File: src/rtl/ctrl_pkg.sv
// Shared definitions for the multi-cycle main controller: opcode values,
// ALUOp encodings, FSM states and the decoded instruction classes.
package ctrl_pkg;

  localparam logic [6:0] OP_R      = 7'b0110011;
  localparam logic [6:0] OP_I      = 7'b0010011;
  localparam logic [6:0] OP_LOAD   = 7'b0000011;
  localparam logic [6:0] OP_STORE  = 7'b0100011;
  localparam logic [6:0] OP_BRANCH = 7'b1100011;

  // funct7 value that marks an M-extension op inside the R-type opcode
  localparam logic [6:0] F7_MULDIV = 7'b0000001;

  // ALUOp encoding consumed by the unchanged ALU control block
  localparam logic [1:0] ALUOP_ADDR   = 2'b00;
  localparam logic [1:0] ALUOP_BRANCH = 2'b01;
  localparam logic [1:0] ALUOP_RTYPE  = 2'b10;
  localparam logic [1:0] ALUOP_ITYPE  = 2'b11;

  typedef enum logic [2:0] {
    FETCH  = 3'd0,
    DECODE = 3'd1,
    EXEC   = 3'd2,
    MEM    = 3'd3,
    WB     = 3'd4
  } state_e;

  typedef enum logic [2:0] {
    CLS_NONE   = 3'd0,
    CLS_R      = 3'd1,
    CLS_M      = 3'd2,
    CLS_I      = 3'd3,
    CLS_LOAD   = 3'd4,
    CLS_STORE  = 3'd5,
    CLS_BRANCH = 3'd6
  } instr_class_e;

endpackage

File: src/rtl/ctrl_decode.sv
// Combinational opcode/funct7 classifier. Flags anything the core cannot
// execute, including M-ops when the multiplier is configured out.
module ctrl_decode
  import ctrl_pkg::*;
#(
  parameter int MUL_CYCLES = 4
) (
  input  logic [6:0]   opcode,
  input  logic [6:0]   funct7,
  output instr_class_e instr_class,
  output logic         illegal
);

  localparam logic M_EN = (MUL_CYCLES > 0) ? 1'b1 : 1'b0;

  // Map the opcode (and funct7 for R-type) onto an instruction class
  always_comb begin
    instr_class = CLS_NONE;
    illegal     = 1'b0;
    case (opcode)
      OP_R: begin
        if (funct7 == F7_MULDIV) begin
          if (M_EN) begin
            instr_class = CLS_M;
          end else begin
            instr_class = CLS_NONE;
            illegal     = 1'b1;
          end
        end else begin
          instr_class = CLS_R;
        end
      end
      OP_I:      instr_class = CLS_I;
      OP_LOAD:   instr_class = CLS_LOAD;
      OP_STORE:  instr_class = CLS_STORE;
      OP_BRANCH: instr_class = CLS_BRANCH;
      default: begin
        instr_class = CLS_NONE;
        illegal     = 1'b1;
      end
    endcase
  end

endmodule

File: src/rtl/multicycle_control_unit.sv
// Multi-cycle RV32I(+M) main controller: sequences FETCH/DECODE/EXEC/MEM/WB,
// handshakes with instruction and data memory and stalls EXEC for the
// multiplier. Outputs follow the state and the opcode latched in DECODE.
module multicycle_control_unit
  import ctrl_pkg::*;
#(
  parameter int MUL_CYCLES = 4,
  parameter int ALUOP_W    = 2
) (
  input  logic               clk,
  input  logic               rst,
  input  logic [6:0]         opcode,
  input  logic [6:0]         funct7,
  input  logic               imem_ready,
  input  logic               dmem_ready,
  output logic               imem_req,
  output logic               ir_write,
  output logic               pc_write,
  output logic               dmem_req,
  output logic               mem_read,
  output logic               mem_write,
  output logic [ALUOP_W-1:0] ALUOp,
  output logic               branch,
  output logic               mul_busy,
  output logic               reg_write,
  output logic               wb_sel,
  output logic               illegal_instr,
  output logic               retire
);

  localparam int CNT_W = $clog2(MUL_CYCLES + 2);
  localparam logic [CNT_W-1:0] MUL_LOAD =
    (MUL_CYCLES > 0) ? CNT_W'(MUL_CYCLES - 1) : {CNT_W{1'b0}};
  localparam logic [CNT_W-1:0] CNT_ONE = CNT_W'(1);

  state_e           state_r;
  state_e           state_s;
  logic [6:0]       opcode_r;
  logic [6:0]       funct7_r;
  logic [CNT_W-1:0] mul_cnt_r;
  logic [CNT_W-1:0] mul_cnt_s;
  logic [6:0]       dec_opcode_s;
  logic [6:0]       dec_funct7_s;
  instr_class_e     cls_s;
  logic             dec_illegal_s;
  logic [1:0]       aluop_s;

  // Decode the live instruction in DECODE, the latched one everywhere else
  always_comb begin
    if (state_r == DECODE) begin
      dec_opcode_s = opcode;
      dec_funct7_s = funct7;
    end else begin
      dec_opcode_s = opcode_r;
      dec_funct7_s = funct7_r;
    end
  end

  ctrl_decode #(
    .MUL_CYCLES (MUL_CYCLES)
  ) u_decode (
    .opcode      (dec_opcode_s),
    .funct7      (dec_funct7_s),
    .instr_class (cls_s),
    .illegal     (dec_illegal_s)
  );

  // State, latched instruction fields and multiplier countdown
  always_ff @(posedge clk) begin
    if (rst) begin
      state_r   <= FETCH;
      opcode_r  <= 7'd0;
      funct7_r  <= 7'd0;
      mul_cnt_r <= {CNT_W{1'b0}};
    end else begin
      state_r   <= state_s;
      mul_cnt_r <= mul_cnt_s;
      if (state_r == DECODE) begin
        opcode_r <= opcode;
        funct7_r <= funct7;
      end else begin
        opcode_r <= opcode_r;
        funct7_r <= funct7_r;
      end
    end
  end

  // Next state and control outputs; everything is forced low while in reset
  always_comb begin
    state_s       = state_r;
    mul_cnt_s     = mul_cnt_r;
    imem_req      = 1'b0;
    ir_write      = 1'b0;
    pc_write      = 1'b0;
    dmem_req      = 1'b0;
    mem_read      = 1'b0;
    mem_write     = 1'b0;
    aluop_s       = ALUOP_ADDR;
    branch        = 1'b0;
    mul_busy      = 1'b0;
    reg_write     = 1'b0;
    wb_sel        = 1'b0;
    illegal_instr = 1'b0;
    retire        = 1'b0;
    if (rst) begin
      state_s   = FETCH;
      mul_cnt_s = {CNT_W{1'b0}};
    end else begin
      case (state_r)
        FETCH: begin
          imem_req = 1'b1;
          if (imem_ready) begin
            ir_write = 1'b1;
            pc_write = 1'b1;
            state_s  = DECODE;
          end else begin
            state_s  = FETCH;
          end
        end
        DECODE: begin
          if (dec_illegal_s) begin
            illegal_instr = 1'b1;
            state_s       = FETCH;
          end else begin
            state_s = EXEC;
            if (cls_s == CLS_M) begin
              mul_cnt_s = MUL_LOAD;
            end else begin
              mul_cnt_s = {CNT_W{1'b0}};
            end
          end
        end
        EXEC: begin
          case (cls_s)
            CLS_R: begin
              aluop_s = ALUOP_RTYPE;
              state_s = WB;
            end
            CLS_M: begin
              aluop_s  = ALUOP_RTYPE;
              mul_busy = 1'b1;
              if (mul_cnt_r == {CNT_W{1'b0}}) begin
                state_s = WB;
              end else begin
                mul_cnt_s = mul_cnt_r - CNT_ONE;
                state_s   = EXEC;
              end
            end
            CLS_I: begin
              aluop_s = ALUOP_ITYPE;
              state_s = WB;
            end
            CLS_LOAD, CLS_STORE: begin
              aluop_s = ALUOP_ADDR;
              state_s = MEM;
            end
            CLS_BRANCH: begin
              aluop_s = ALUOP_BRANCH;
              branch  = 1'b1;
              retire  = 1'b1;
              state_s = FETCH;
            end
            default: state_s = FETCH;
          endcase
        end
        MEM: begin
          dmem_req  = 1'b1;
          mem_read  = (cls_s == CLS_LOAD);
          mem_write = (cls_s == CLS_STORE);
          if (dmem_ready) begin
            if (cls_s == CLS_LOAD) begin
              state_s = WB;
            end else begin
              retire  = 1'b1;
              state_s = FETCH;
            end
          end else begin
            state_s = MEM;
          end
        end
        WB: begin
          reg_write = 1'b1;
          wb_sel    = (cls_s == CLS_LOAD);
          retire    = 1'b1;
          state_s   = FETCH;
        end
        default: state_s = FETCH;
      endcase
    end
  end

  assign ALUOp = ALUOP_W'(aluop_s);

endmodule

File: config.mk
export PLATFORM = sky130hd
export DESIGN_NAME = multicycle_control_unit
export DESIGN_NICKNAME = d
export VERILOG_FILES = /design/src/rtl/ctrl_pkg.sv /design/src/rtl/ctrl_decode.sv /design/src/rtl/multicycle_control_unit.sv
export SDC_FILE = /design/constraint.sdc
export NUM_CORES = 1
export LEC_CHECK = 0
export CAP_MARGIN = 25
export CORE_MARGIN = 10
export CORE_UTILIZATION = 48
export CTS_CLUSTER_SIZE = 25
export DETAILED_ROUTE_END_ITERATION = 16
export GPL_TIMING_DRIVEN = 1
export PLACE_DENSITY = 0.78
export SYNTH_ARGS = -nofsm -noshare
export SYNTH_HDL_FRONTEND = slang
export SYNTH_HIERARCHICAL = 1
export SYNTH_SLANG_ARGS = --single-unit
File: constraint.sdc
create_clock -name clk -period 3.6 [get_ports clk]
set_input_delay 0.36 -clock clk [delete_from_list [all_inputs] [get_ports clk]]
set_output_delay 0.36 -clock clk [all_outputs]
set_load 0.02 [all_outputs]
==> metrics.cfg <==
[run_status]
outcome = finished clean

[grt]
grt_pass1_wl_um = 5040
grt_pass1_vias = 1053
grt_max_degree = 16
grt_overflow_total = 0
antenna_found_initial = 0
grt_usage_pct = 11.9

[sta]
min_period_over_period_pct = 94.8
tightest_slew_ns = 0.775
rsz0062_at_grt = false
drv_slew = 0
fin_skew_ns = 0.00564
hold_violations = 0
relSlewSlack_pct = 47.6
max_freq_ghz = 0.293
min_period_ns = 3.41
fin_tns_setup_ns = 0
setup_viol = 0

[cts]
clock_latency_ns = 0.30
h-tree-depth = 1
cts.sinks = 20
cts_buffer_depth = 2
clkSlewWorstSetupHoldPaths_ns = 0.12
cts_tree = done
clockRootBuffer = clkbuf_4
cts_buffers = 3
hold_buffers = 0

[floorplan]
coreArea_sq_mm = 0.00245
io_pins = 32
die-area_sq_mm = 0.00498
die_height_um = 70.5
rows = 18
start_util_pct = 49.9
die_w_um = 70.5

[yosys]
synth_area_leaders = dfxtp_1 (33%), mux2_2 (13%), and2b_1 (4.9%)
synth_cell_types = 42
synth-adder-area-share_pct = 2.04
yosysTopAreaCell = dfxtp_1
synthArstFlopShare_pct = 0
synth_warnings = 6
synth_edf_count = 0
ys_seq_area_share_pct = 32.7
synth_top_family_by_area = simple AND/OR/NAND/NOR gates
synth_compound_area_share_pct = 11.2
synth_simple_gate_area_share_pct = 33.0
synthMuxAreaShare_pct = 15.3
syn_nets = 148
synth_seq_cells = 20
syn_inst = 128
syn_area_sq_mm = 0.00123
syn_area_per_cell_sq_um = 9.58
synth_xor_area_share_pct = 0
synth_top_area_share_pct = 32.7
synthFlopType = dfxtp_1

[hold_path]
hp-start = mul_cnt_r[2]
hold_path.class = reg2reg
whs_path_depth = 2
worstHoldEndpoint = mul_cnt_r[2]

[route]
wl_per_cell_um = 14.9
ant_nets = 0
vias = 1079
first_iter_violations = 49
avgViaCountPerCell = 5.51
firstDrtPassIters = 4
drc = 0
drt_wl_total_um = 2930

[critical_path]
r2r_slack_ns = 0.50
worst_setup_path_end_kind = output port
path_class = reg2out
crit_fanout = 5
required_ns = 3.24
reg2reg_depth = 10
start_kind = flip-flop
r2r_end = mul_cnt_r[1]
arrival_ns = 3.05
r2r_start = state_r[2]

[placed_design]
gp_congestion = 0.814
dp_hpwl_um = 2300
place_inst = 190
io_buffers = 31

[final_layout]
syn_to_final_growth_pct = 35.5
nets = 187
drive_gt1_share_pct = 24.1
antenna_cells = 0
finalNonFillerCells = 196

[flow_run]
drv_cap = 0

[pwr]
p_leak_nw = 0.726
vdd_drop_max_uv = 404
powerDensity_mw_per_mm2 = 305

==> where the power goes <==
part / switching [mW] / internal, mW
sequential: 0.00215 / 0.229
clock: 0.0704 / 0.113
combinational: 0.0384 / 0.0532
==> cells in the mapped netlist (2+ instances only) <==
master and count:
mux2_2 14, mux2_4 2, nand2b_1 4, and3_1 2, and3b_1 2, nor3b_1 2
nor2_1 8, nor4b_1 4, a211oi_1 2, nand3b_1 2, a21o_1 3, a31oi_1 2
inv_1 5, ha_1 2, nand3_1 2, nor2b_1 9, and2b_1 8, clkbuf_1 3
dfxtp_1 20, buf_4 2, a21oi_1 3, buf_6 2, nor3_1 3, nor4_1 4
==> how the worst max path moves through the flow <==
| stage | cells past startpoint | start | slack [ns] | endpoint |
|---|---|---|---|---|
| after floorplan | 9 | state_r[2] | 0.30 | mul_busy |
| after global placement | 9 | funct7[2] | 0.15 | retire |
| after detailed placement | 9 | funct7[5] | 0.11 | retire |
| after CTS | 10 | state_r[1] | 0.04 | retire |
| after global routing | 9 | state_r[2] | 0.005 | mul_busy |
| final | 9 | state_r[2] | 0.19 | mul_busy |
==> placed cells by master, fill, tap and decap left out, types with 4 or more instances in the layout <==
cell type	synthesis	layout
mux2_2	14	14
dlygate4sd2_1	0	6
inv_1	5	5
nor2b_1	9	9
nand2b_1	4	4
dfxtp_1	20	20
nor4b_1	4	4
buf_4	2	11
clkdlybuf4s50_1	0	23
nor2_1	8	8
and2b_1	8	8
==> state kept, by name (all words and copies together), names as in the netlist <==
name	cells
mul_cnt_r	3
state_r	3
funct7_r	7
opcode_r	7
==> worst max-delay path, stage by stage, from the launching register on <==
cell and delay, ns:
dfxtp_1 0.35, nor3b_4 0.25, buf_4 0.16, mux2_2 0.36, nor4_4 0.30, nand4_1 0.13
a31oi_1 0.24, or3b_1 0.46, nor3_1 0.15, dlygate4sd2_1 0.36
==> through the flow <==
step | instance area (sq um) | total power [mW] | hold slack, ns | util [%] | setup slack, ns
after floorplan | 1230 | 0.287 | 0.448 | - | 0.300
after global placement | 1590 | 0.319 | 0.476 | 64.7 | 0.150
after detailed placement | 1590 | 0.322 | 0.474 | 64.7 | 0.108
after CTS | 1650 | 0.508 | 0.496 | 67.1 | 0.0420
after global routing | 1660 | 0.530 | 0.535 | 67.7 | 0.00464
final | 1660 | 0.506 | 0.492 | 67.7 | 0.187
==> metal layers <==
layer | GRT usage [%] | routed length (um)
met1 | 14.1 | 1300
met2 | 20.8 | 1500
met3 | 3.77 | 115
met4 | 1.94 | 8
met5 | 0 | 0
==> cell type report <==
class                      count  area, sq um
fill                         210          793
timing repair buffer          42          383
clock buffer                   3         22.5
multi-input combinational     95          769
sequential                    20          400
clock inverter                 1         30.0
tap                           30         37.5
inverter                       5         18.8
==> kinds of logic after synthesis <==
logic type | Yosys count
compound gates | 18
fa+ha+maj | 2
buf+inv | 13
flops | 20
mux | 16
simple gates | 59
==> what timing repair did <==
| item | in CTS | in global routing |
|---|---|---|
| resized for setup | 8 | 5 |
| setup endpoints to repair | 7 | 5 |
| buffers inserted | 1 | 1 |
| pin swaps | 1 | 2 |
Power figures use the tool's default switching activity.
